### src/rtl/jtframe_rom_pkg.sv
`default_nettype none
// ============================================================================
//  Module      : jtframe_rom_pkg
//  Description : Shared definitions for the tile ROM responders: the fetch
//                state encoding and the beat count of one 32-bit row.
//  Revision    : 1.0 - initial release
// ============================================================================
package jtframe_rom_pkg;

    // Fetch FSM states, two-bit encoding
    typedef enum logic [1:0] {
        ST_IDLE = 2'd0,
        ST_REQ  = 2'd1,
        ST_LO   = 2'd2,
        ST_HI   = 2'd3
    } rom_state_t;

    // A 32-bit row is delivered as two 16-bit beats, low half first
    localparam int BEATS  = 2;
    localparam int BEAT_W = $clog2(BEATS);

endpackage
`default_nettype wire

### src/rtl/jtframe_rom_tagbuf.sv
`default_nettype none
// ============================================================================
//  Module      : jtframe_rom_tagbuf
//  Description : One-entry tagged row buffer with hit compare.
//  Ports       : clk, rst_n    - clock, synchronous active-low reset
//                cs, addr      - lookup enable and address
//                inv           - clear the valid flag (wins over a write)
//                we, wtag,
//                wdata         - fill the entry
//                data, ok      - stored row and combinational hit flag
//  Revision    : 1.0 - initial release
// ============================================================================
module jtframe_rom_tagbuf #(
    parameter int AW = 15,
    parameter int DW = 32
) (
    input  logic          clk,
    input  logic          rst_n,
    input  logic          cs,
    input  logic [AW-1:0] addr,
    input  logic          inv,
    input  logic          we,
    input  logic [AW-1:0] wtag,
    input  logic [DW-1:0] wdata,
    output logic [DW-1:0] data,
    output logic          ok
);

    logic [AW-1:0] r_tag;
    logic          r_valid;
    logic [DW-1:0] r_data;

    always_ff @(posedge clk) begin
        if (!rst_n) begin
            r_tag   <= '0;
            r_valid <= 1'b0;
            r_data  <= '0;
        end else begin
            if (we) begin
                r_tag  <= wtag;
                r_data <= wdata;
            end
            // Invalidate has priority: a row landing during inv stays unusable
            if (inv)
                r_valid <= 1'b0;
            else if (we)
                r_valid <= 1'b1;
        end
    end

    assign data = r_data;
    assign ok   = cs & r_valid & (r_tag == addr);

endmodule
`default_nettype wire

### src/rtl/jtframe_tilerom_rsp.sv
`default_nettype none
// ============================================================================
//  Module      : jtframe_tilerom_rsp
//  Description : Tile ROM responder. Serves 32-bit tilemap row requests from a
//                one-entry buffer; misses fetch the row from SDRAM as a burst
//                of two 16-bit beats (low beat first).
//  Ports       : clk, rst_n              - clock, synchronous active-low reset
//                rom_cs, rom_addr        - tilemap request
//                rom_data, rom_ok        - buffered row and hit flag
//                inv                     - invalidate the buffer
//                sdram_req, sdram_addr   - registered fetch request / beat addr
//                sdram_ack, sdram_rdy,
//                sdram_din               - controller handshake and beat data
//  Revision    : 1.0 - initial release
// ============================================================================
module jtframe_tilerom_rsp
    import jtframe_rom_pkg::*;
#(
    parameter int AW = 15,
    parameter int SW = AW + 1
) (
    input  logic          clk,
    input  logic          rst_n,
    input  logic          rom_cs,
    input  logic [AW-1:0] rom_addr,
    output logic [31:0]   rom_data,
    output logic          rom_ok,
    input  logic          inv,
    output logic          sdram_req,
    output logic [SW-1:0] sdram_addr,
    input  logic          sdram_ack,
    input  logic          sdram_rdy,
    input  logic [15:0]   sdram_din
);

    rom_state_t    r_state;
    rom_state_t    w_next;
    logic          w_start;
    logic          w_lo_we;
    logic          w_hi_we;
    logic [AW-1:0] r_fa;
    logic [15:0]   r_lo;
    logic          r_req;
    logic [SW-1:0] r_saddr;

    // ------------------------------------------------------------------
    // State register
    // ------------------------------------------------------------------
    always_ff @(posedge clk) begin
        if (!rst_n)
            r_state <= ST_IDLE;
        else
            r_state <= w_next;
    end

    // ------------------------------------------------------------------
    // Next-state logic. A fetch in flight always runs to completion,
    // regardless of rom_cs, rom_addr or inv.
    // ------------------------------------------------------------------
    always_comb begin
        w_next = r_state;
        case (r_state)
            ST_IDLE: if (rom_cs && !rom_ok) w_next = ST_REQ;
            ST_REQ:  if (sdram_ack)         w_next = ST_LO;
            ST_LO:   if (sdram_rdy)         w_next = ST_HI;
            ST_HI:   if (sdram_rdy)         w_next = ST_IDLE;
            default:                        w_next = ST_IDLE;
        endcase
    end

    // ------------------------------------------------------------------
    // Output strobes decoded from the current state
    // ------------------------------------------------------------------
    always_comb begin
        w_start = 1'b0;
        w_lo_we = 1'b0;
        w_hi_we = 1'b0;
        case (r_state)
            ST_IDLE: w_start = rom_cs & ~rom_ok;
            ST_LO:   w_lo_we = sdram_rdy;
            ST_HI:   w_hi_we = sdram_rdy;
            default: ;
        endcase
    end

    // ------------------------------------------------------------------
    // Fetch datapath. sdram_req is registered from the next state so it
    // rises with REQ entry and falls the cycle after ack is sampled.
    // ------------------------------------------------------------------
    always_ff @(posedge clk) begin
        if (!rst_n) begin
            r_fa    <= '0;
            r_lo    <= '0;
            r_req   <= 1'b0;
            r_saddr <= '0;
        end else begin
            r_req <= (w_next == ST_REQ);
            if (w_start) begin
                r_fa    <= rom_addr;
                r_saddr <= {rom_addr, BEAT_W'(0)};
            end
            if (w_lo_we) begin
                r_lo    <= sdram_din;
                r_saddr <= {r_fa, BEAT_W'(1)};
            end
        end
    end

    assign sdram_req  = r_req;
    assign sdram_addr = r_saddr;

    // ------------------------------------------------------------------
    // Row buffer; the completed row is tagged with the fetched address,
    // even if the tilemap has moved on meanwhile.
    // ------------------------------------------------------------------
    jtframe_rom_tagbuf #(
        .AW (AW),
        .DW (32)
    ) u_tagbuf (
        .clk   (clk),
        .rst_n (rst_n),
        .cs    (rom_cs),
        .addr  (rom_addr),
        .inv   (inv),
        .we    (w_hi_we),
        .wtag  (r_fa),
        .wdata ({sdram_din, r_lo}),
        .data  (rom_data),
        .ok    (rom_ok)
    );

endmodule
`default_nettype wire

### config.mk
export PLATFORM = sky130hd
export DESIGN_NAME = jtframe_tilerom_rsp
export DESIGN_NICKNAME = d
export VERILOG_FILES = /design/src/rtl/jtframe_rom_pkg.sv /design/src/rtl/jtframe_rom_tagbuf.sv /design/src/rtl/jtframe_tilerom_rsp.sv
export SDC_FILE = /design/constraint.sdc
export NUM_CORES = 1
export LEC_CHECK = 0
export ABC_AREA = 1
export CELL_PAD_IN_SITES_DETAIL_PLACEMENT = 0
export CELL_PAD_IN_SITES_GLOBAL_PLACEMENT = 2
export CORE_UTILIZATION = 25
export CTS_CLUSTER_DIAMETER = 60
export DETAILED_ROUTE_END_ITERATION = 12
export PLACE_DENSITY_LB_ADDON = 0.1
export RECOVER_POWER = 50
export SETUP_SLACK_MARGIN = 0.4
export SLEW_MARGIN = 0
export SYNTH_ARGS = -nofsm -noshare
export SYNTH_HDL_FRONTEND = slang
export SYNTH_SLANG_ARGS = --single-unit
### constraint.sdc
create_clock -name clk -period 2 [get_ports clk]
set_input_delay 0.6 -clock clk [delete_from_list [all_inputs] [get_ports clk]]
set_output_delay 0.6 -clock clk [all_outputs]
set_load 0.01 [all_outputs]
# == Word level (Yosys, flattened, before mapping) ==
# Index checks and enable logic that the tools add are counted.
# word_totals
out_inout_bits,50
word_cells,33
ff_bits,98
# classes
n_eq_ne,5
n_reduce_logical,5
bitwise,5
muxes,10
# ops
op,count
16-bit two-way mux,2
15-bit == test,1
2-bit two-way mux,4
2-bit one-hot mux with 4 select lines,1
2-bit by 1-bit == test with 1-bit output (second input constant),2
2-bit == test (second input constant),2
1-bit bitwise AND,3
1-bit two-way mux,3
2-bit zero test,1
1-bit inverter,2
2-bit nonzero test,1
2-bit OR reduction,1
1-bit logical AND,1
1-bit zero test,1

# == Longest topological paths before layout ==
# depth
depth_word,7
ltp_mapped,13

# == Cells and area by module ==
# From an unflattened synthesis, not the netlist that was laid out.
# unflattened
cells_unflattened,526
hier_area_um2,4057.6
# by_module_without_submodules
mod,area_each_um2,instances,seq_area_each_um2,cells_per_inst
jtframe_rom_tagbuf,2070.7,1,960.9,270
jtframe_tilerom_rsp,1986.9,1,1001.0,256

# == Least setup slack after synthesis ==
# No wires, ideal clock.
# synth_path
path_kind,input -> output
start,input rom_addr[5]
end,output rom_ok
cell_stages,6
t_arrival_ns,1.196
path_slack_ns,0.204
cell_sequence,inv_2 -> nand2_1 -> nand2_1 -> nor4_1 -> nand2_1 -> nor2_1
# synth_between
elab_chain_cells,2
# synth_rtl
element,line,source
start: declaration,jtframe_tilerom_rsp.sv:25,"input logic [AW-1:0] rom_addr,"
15-bit == test,jtframe_rom_tagbuf.sv:52,assign ok = cs & r_valid & (r_tag == addr);
1-bit bitwise AND,jtframe_rom_tagbuf.sv:52,
end: declaration,jtframe_tilerom_rsp.sv:27,"output logic rom_ok,"
# Every way passes these cells.

# == Worst setup path in the final report ==
# layout_path
start,input rom_addr[10]
end,output rom_ok
# Same word-level chain as after synthesis.

==> run metrics <==
Finished Layout Cells 928; Mapped Area 0.004028 mm²; PD cells 749.8 mW/mm²; top-area cell type share of the netlist area 0.4871; vias in the first global route 3,845; critical path type input port to output pin; Slew Viols, Final 0; Hold Vio Cnt, Final 0; CTS Buf Count 9; DR WL/cell 12.74 µm; Int Pwr 3.425 mW; synth unique cells 22; vias per cell 4.281; die footprint 0.01662 mm²; Final min period 2077 ps; drt pass-1 iters 4; Yosys top cell by area dfxtp_1; CTS tree done; Row Count 46; Die X 128.9 µm; antenna-violating nets left 0; Slowest-stage cell, CP nor3_2; hold bufs inserted after CTS 0; yosys warns 0; post-DP HPWL 7496 µm; fill count 1,703; pin count of the biggest net entering global routing 35; Flop pwr share 0.452; Syn Inst Count 583; skew final 12.04 ps; worst skew pair latency 350 ps; gr usage total 0.1463; Ports 87; Die Span Y 128.9 µm; maximum root-to-sink buffer count 2; Rel. slew slack 0.5723; Required @ worst endpoint 1400 ps; antenna violations before repair 0; RSZ-0062 raised after global routing true; Worst VDD drop 388.5 µV; Comb power frac 0.171; count of final setup violators 1; Max Freq 481.6 MHz; setup_tns -76.62 ps; Switching Fraction 0.2642; layout cell share with drive strength beyond 1 0.2486; critical path fanouts, max 4; WL final 11,820 µm; Worst-Margin Slew 641.5 ps; gr ovfl total 0; Area Overhead vs Synth 54.15%; # port buffers 86; Clock Sinks 98; Reg clk slew, reported paths 70 ps; area occupied by multi-input gates 0.001902 mm²; register area share after synthesis 0.4871; sw power 1.230 mW; Lkg Pwr 2.796 nW; Syn Nets 620; htree depth 3; WP data arrival 1480 ps; startpoint types input port; via count 3,973; final period utilization 1.038; main area contributors after synthesis dfxtp_1, nor2_1, o21ai_0; Worst path max stage delay 190 ps; CP endpoint kind output pin; flops & latches, synth 98; Total Nets Final 745; critical-path cell list buf_2 > nand2_2 > nand4_1 > nor3_2 > nand2_1 > nor2_2 > buf_2; # DRC 0; Initial DRC Count 81; register area 0.001969 mm²; outcome finished with violations; clock root cell clkbuf_16; clock power share 0.378; most used cell along the critical path buf_2; Core Region 0.01583 mm²; worst setup margin -76.62 ps; max-cap violation count 0; final instance area 0.006208 mm²; ANT cells 0; failing checks setup timing; cell total after placement 890; first-pass GRT wire length 18,600 µm; Syn Area/Cell 6.908 µm²; Initial Util 0.2545; RD Place Congestion 0.7403; Post-DP Area 0.005384 mm²; Tightest Hold Check Type flop to flop; worst hold slack 438.5 ps
cell usage in the layout (no fill, tap or decap), drive strengths merged:
cell	instances
inv	83
dlygate4sd2	34
bufinv	1
buf	65
clkbuf	22
nand3	16
nand4	3
clkdlybuf4s25	1
a21oi	49
clkdlybuf4s15	16
clkinvlp	1
or2	1
nand2	77
nor3	2
o211ai	2
clkdlybuf4s50	18
nor4	1
a211oi	1
clkinv	3
dfxtp	98
nor2	139
o21ai	79
Yosys cell counts, drive strengths merged:
| cell | n |
|---|---|
| nor2 | 139 |
| dfxtp | 98 |
| inv | 83 |
| o21ai | 79 |
| nand2 | 77 |
| a21oi | 49 |
| clkbuf | 22 |
| nand3 | 16 |
| buf | 10 |
| nand4 | 3 |
| nor3 | 2 |
| o211ai | 2 |
| a211oi | 1 |
| nor4 | 1 |
| or2 | 1 |
state kept, by name, indices dropped and copies added (netlist names):
name,cells
r_fa,15
r_lo,16
r_state,2
sdram_addr,16
sdram_req,1
u_tagbuf.data,32
u_tagbuf.r_tag,15
u_tagbuf.r_valid,1
power by group through the flow:
| stage | Clock, mW | Combinational, mW | Sequential, mW |
|---|---|---|---|
| finish | 1.76 | 0.794 | 2.10 |
| global route | 1.91 | 0.874 | 2.11 |
| CTS | 1.84 | 0.761 | 2.09 |
| detailed placement | 0 | 0.584 | 2.14 |
| global placement | 0 | 0.582 | 2.14 |
| floorplan | 0 | 0.271 | 2.15 |
kinds of logic after synthesis:
| family | Yosys count | synth area share |
|---|---|---|
| AND/OR/NAND/NOR | 239 | 0.2327 |
| AO/OA/AOI/OAI | 131 | 0.1656 |
| buffers and inverters | 115 | 0.1146 |
| flip-flops | 98 | 0.4871 |
final cells by class:
class,count,area share
multi-input cells,370,0.3063
well taps,216,0.04353
flip-flops and latches,98,0.3172
inverters,83,0.05220
repair buffers,146,0.2336
clock inverters,5,0.01028
clock buffers,10,0.03688
metrics by stage:
stage	total power, mW	util	setup slack, ps
after floorplan	2.421	-	227.1
after global placement	2.718	0.3402	-987.8
after detailed placement	2.722	0.3402	-989.6
after CTS	4.698	0.3881	-118.3
after global routing	4.899	0.3923	-160.1
final	4.655	0.3923	-76.62
path summary, 6_finish.rpt:
path	startpoint	to	slack [ps]	cells past startpoint
max reg2reg	u_tagbuf.r_tag[7]	r_fa[1]	30	19
max	rom_addr[10]	rom_ok	-80	7
min	u_tagbuf.data[18]	u_tagbuf.data[18]	440	2
min reg2reg	u_tagbuf.data[18]	u_tagbuf.data[18]	440	2
metal layers:
| metal | routed length, µm | track usage |
|---|---|---|
| met1 | 5513 | 0.1741 |
| met2 | 5626 | 0.2544 |
| met3 | 380 | 0.02620 |
| met4 | 302 | 0.06990 |
| met5 | 0 | 0 |
worst max-delay path, delay by kind of cell:
family	cells	cell delay, ps
buffers and inverters	2	270
and+or+nand+nor	5	600
timing repair:
item	in CTS	in global routing
buffers inserted	14	1
endpoints found under the setup margin	83	69
pin swaps	28	35
endpoints found under the hold margin	0	0
cloned	5	3
gates resized for setup	198	86
Note: power is estimated with default switching activity, not from simulation.
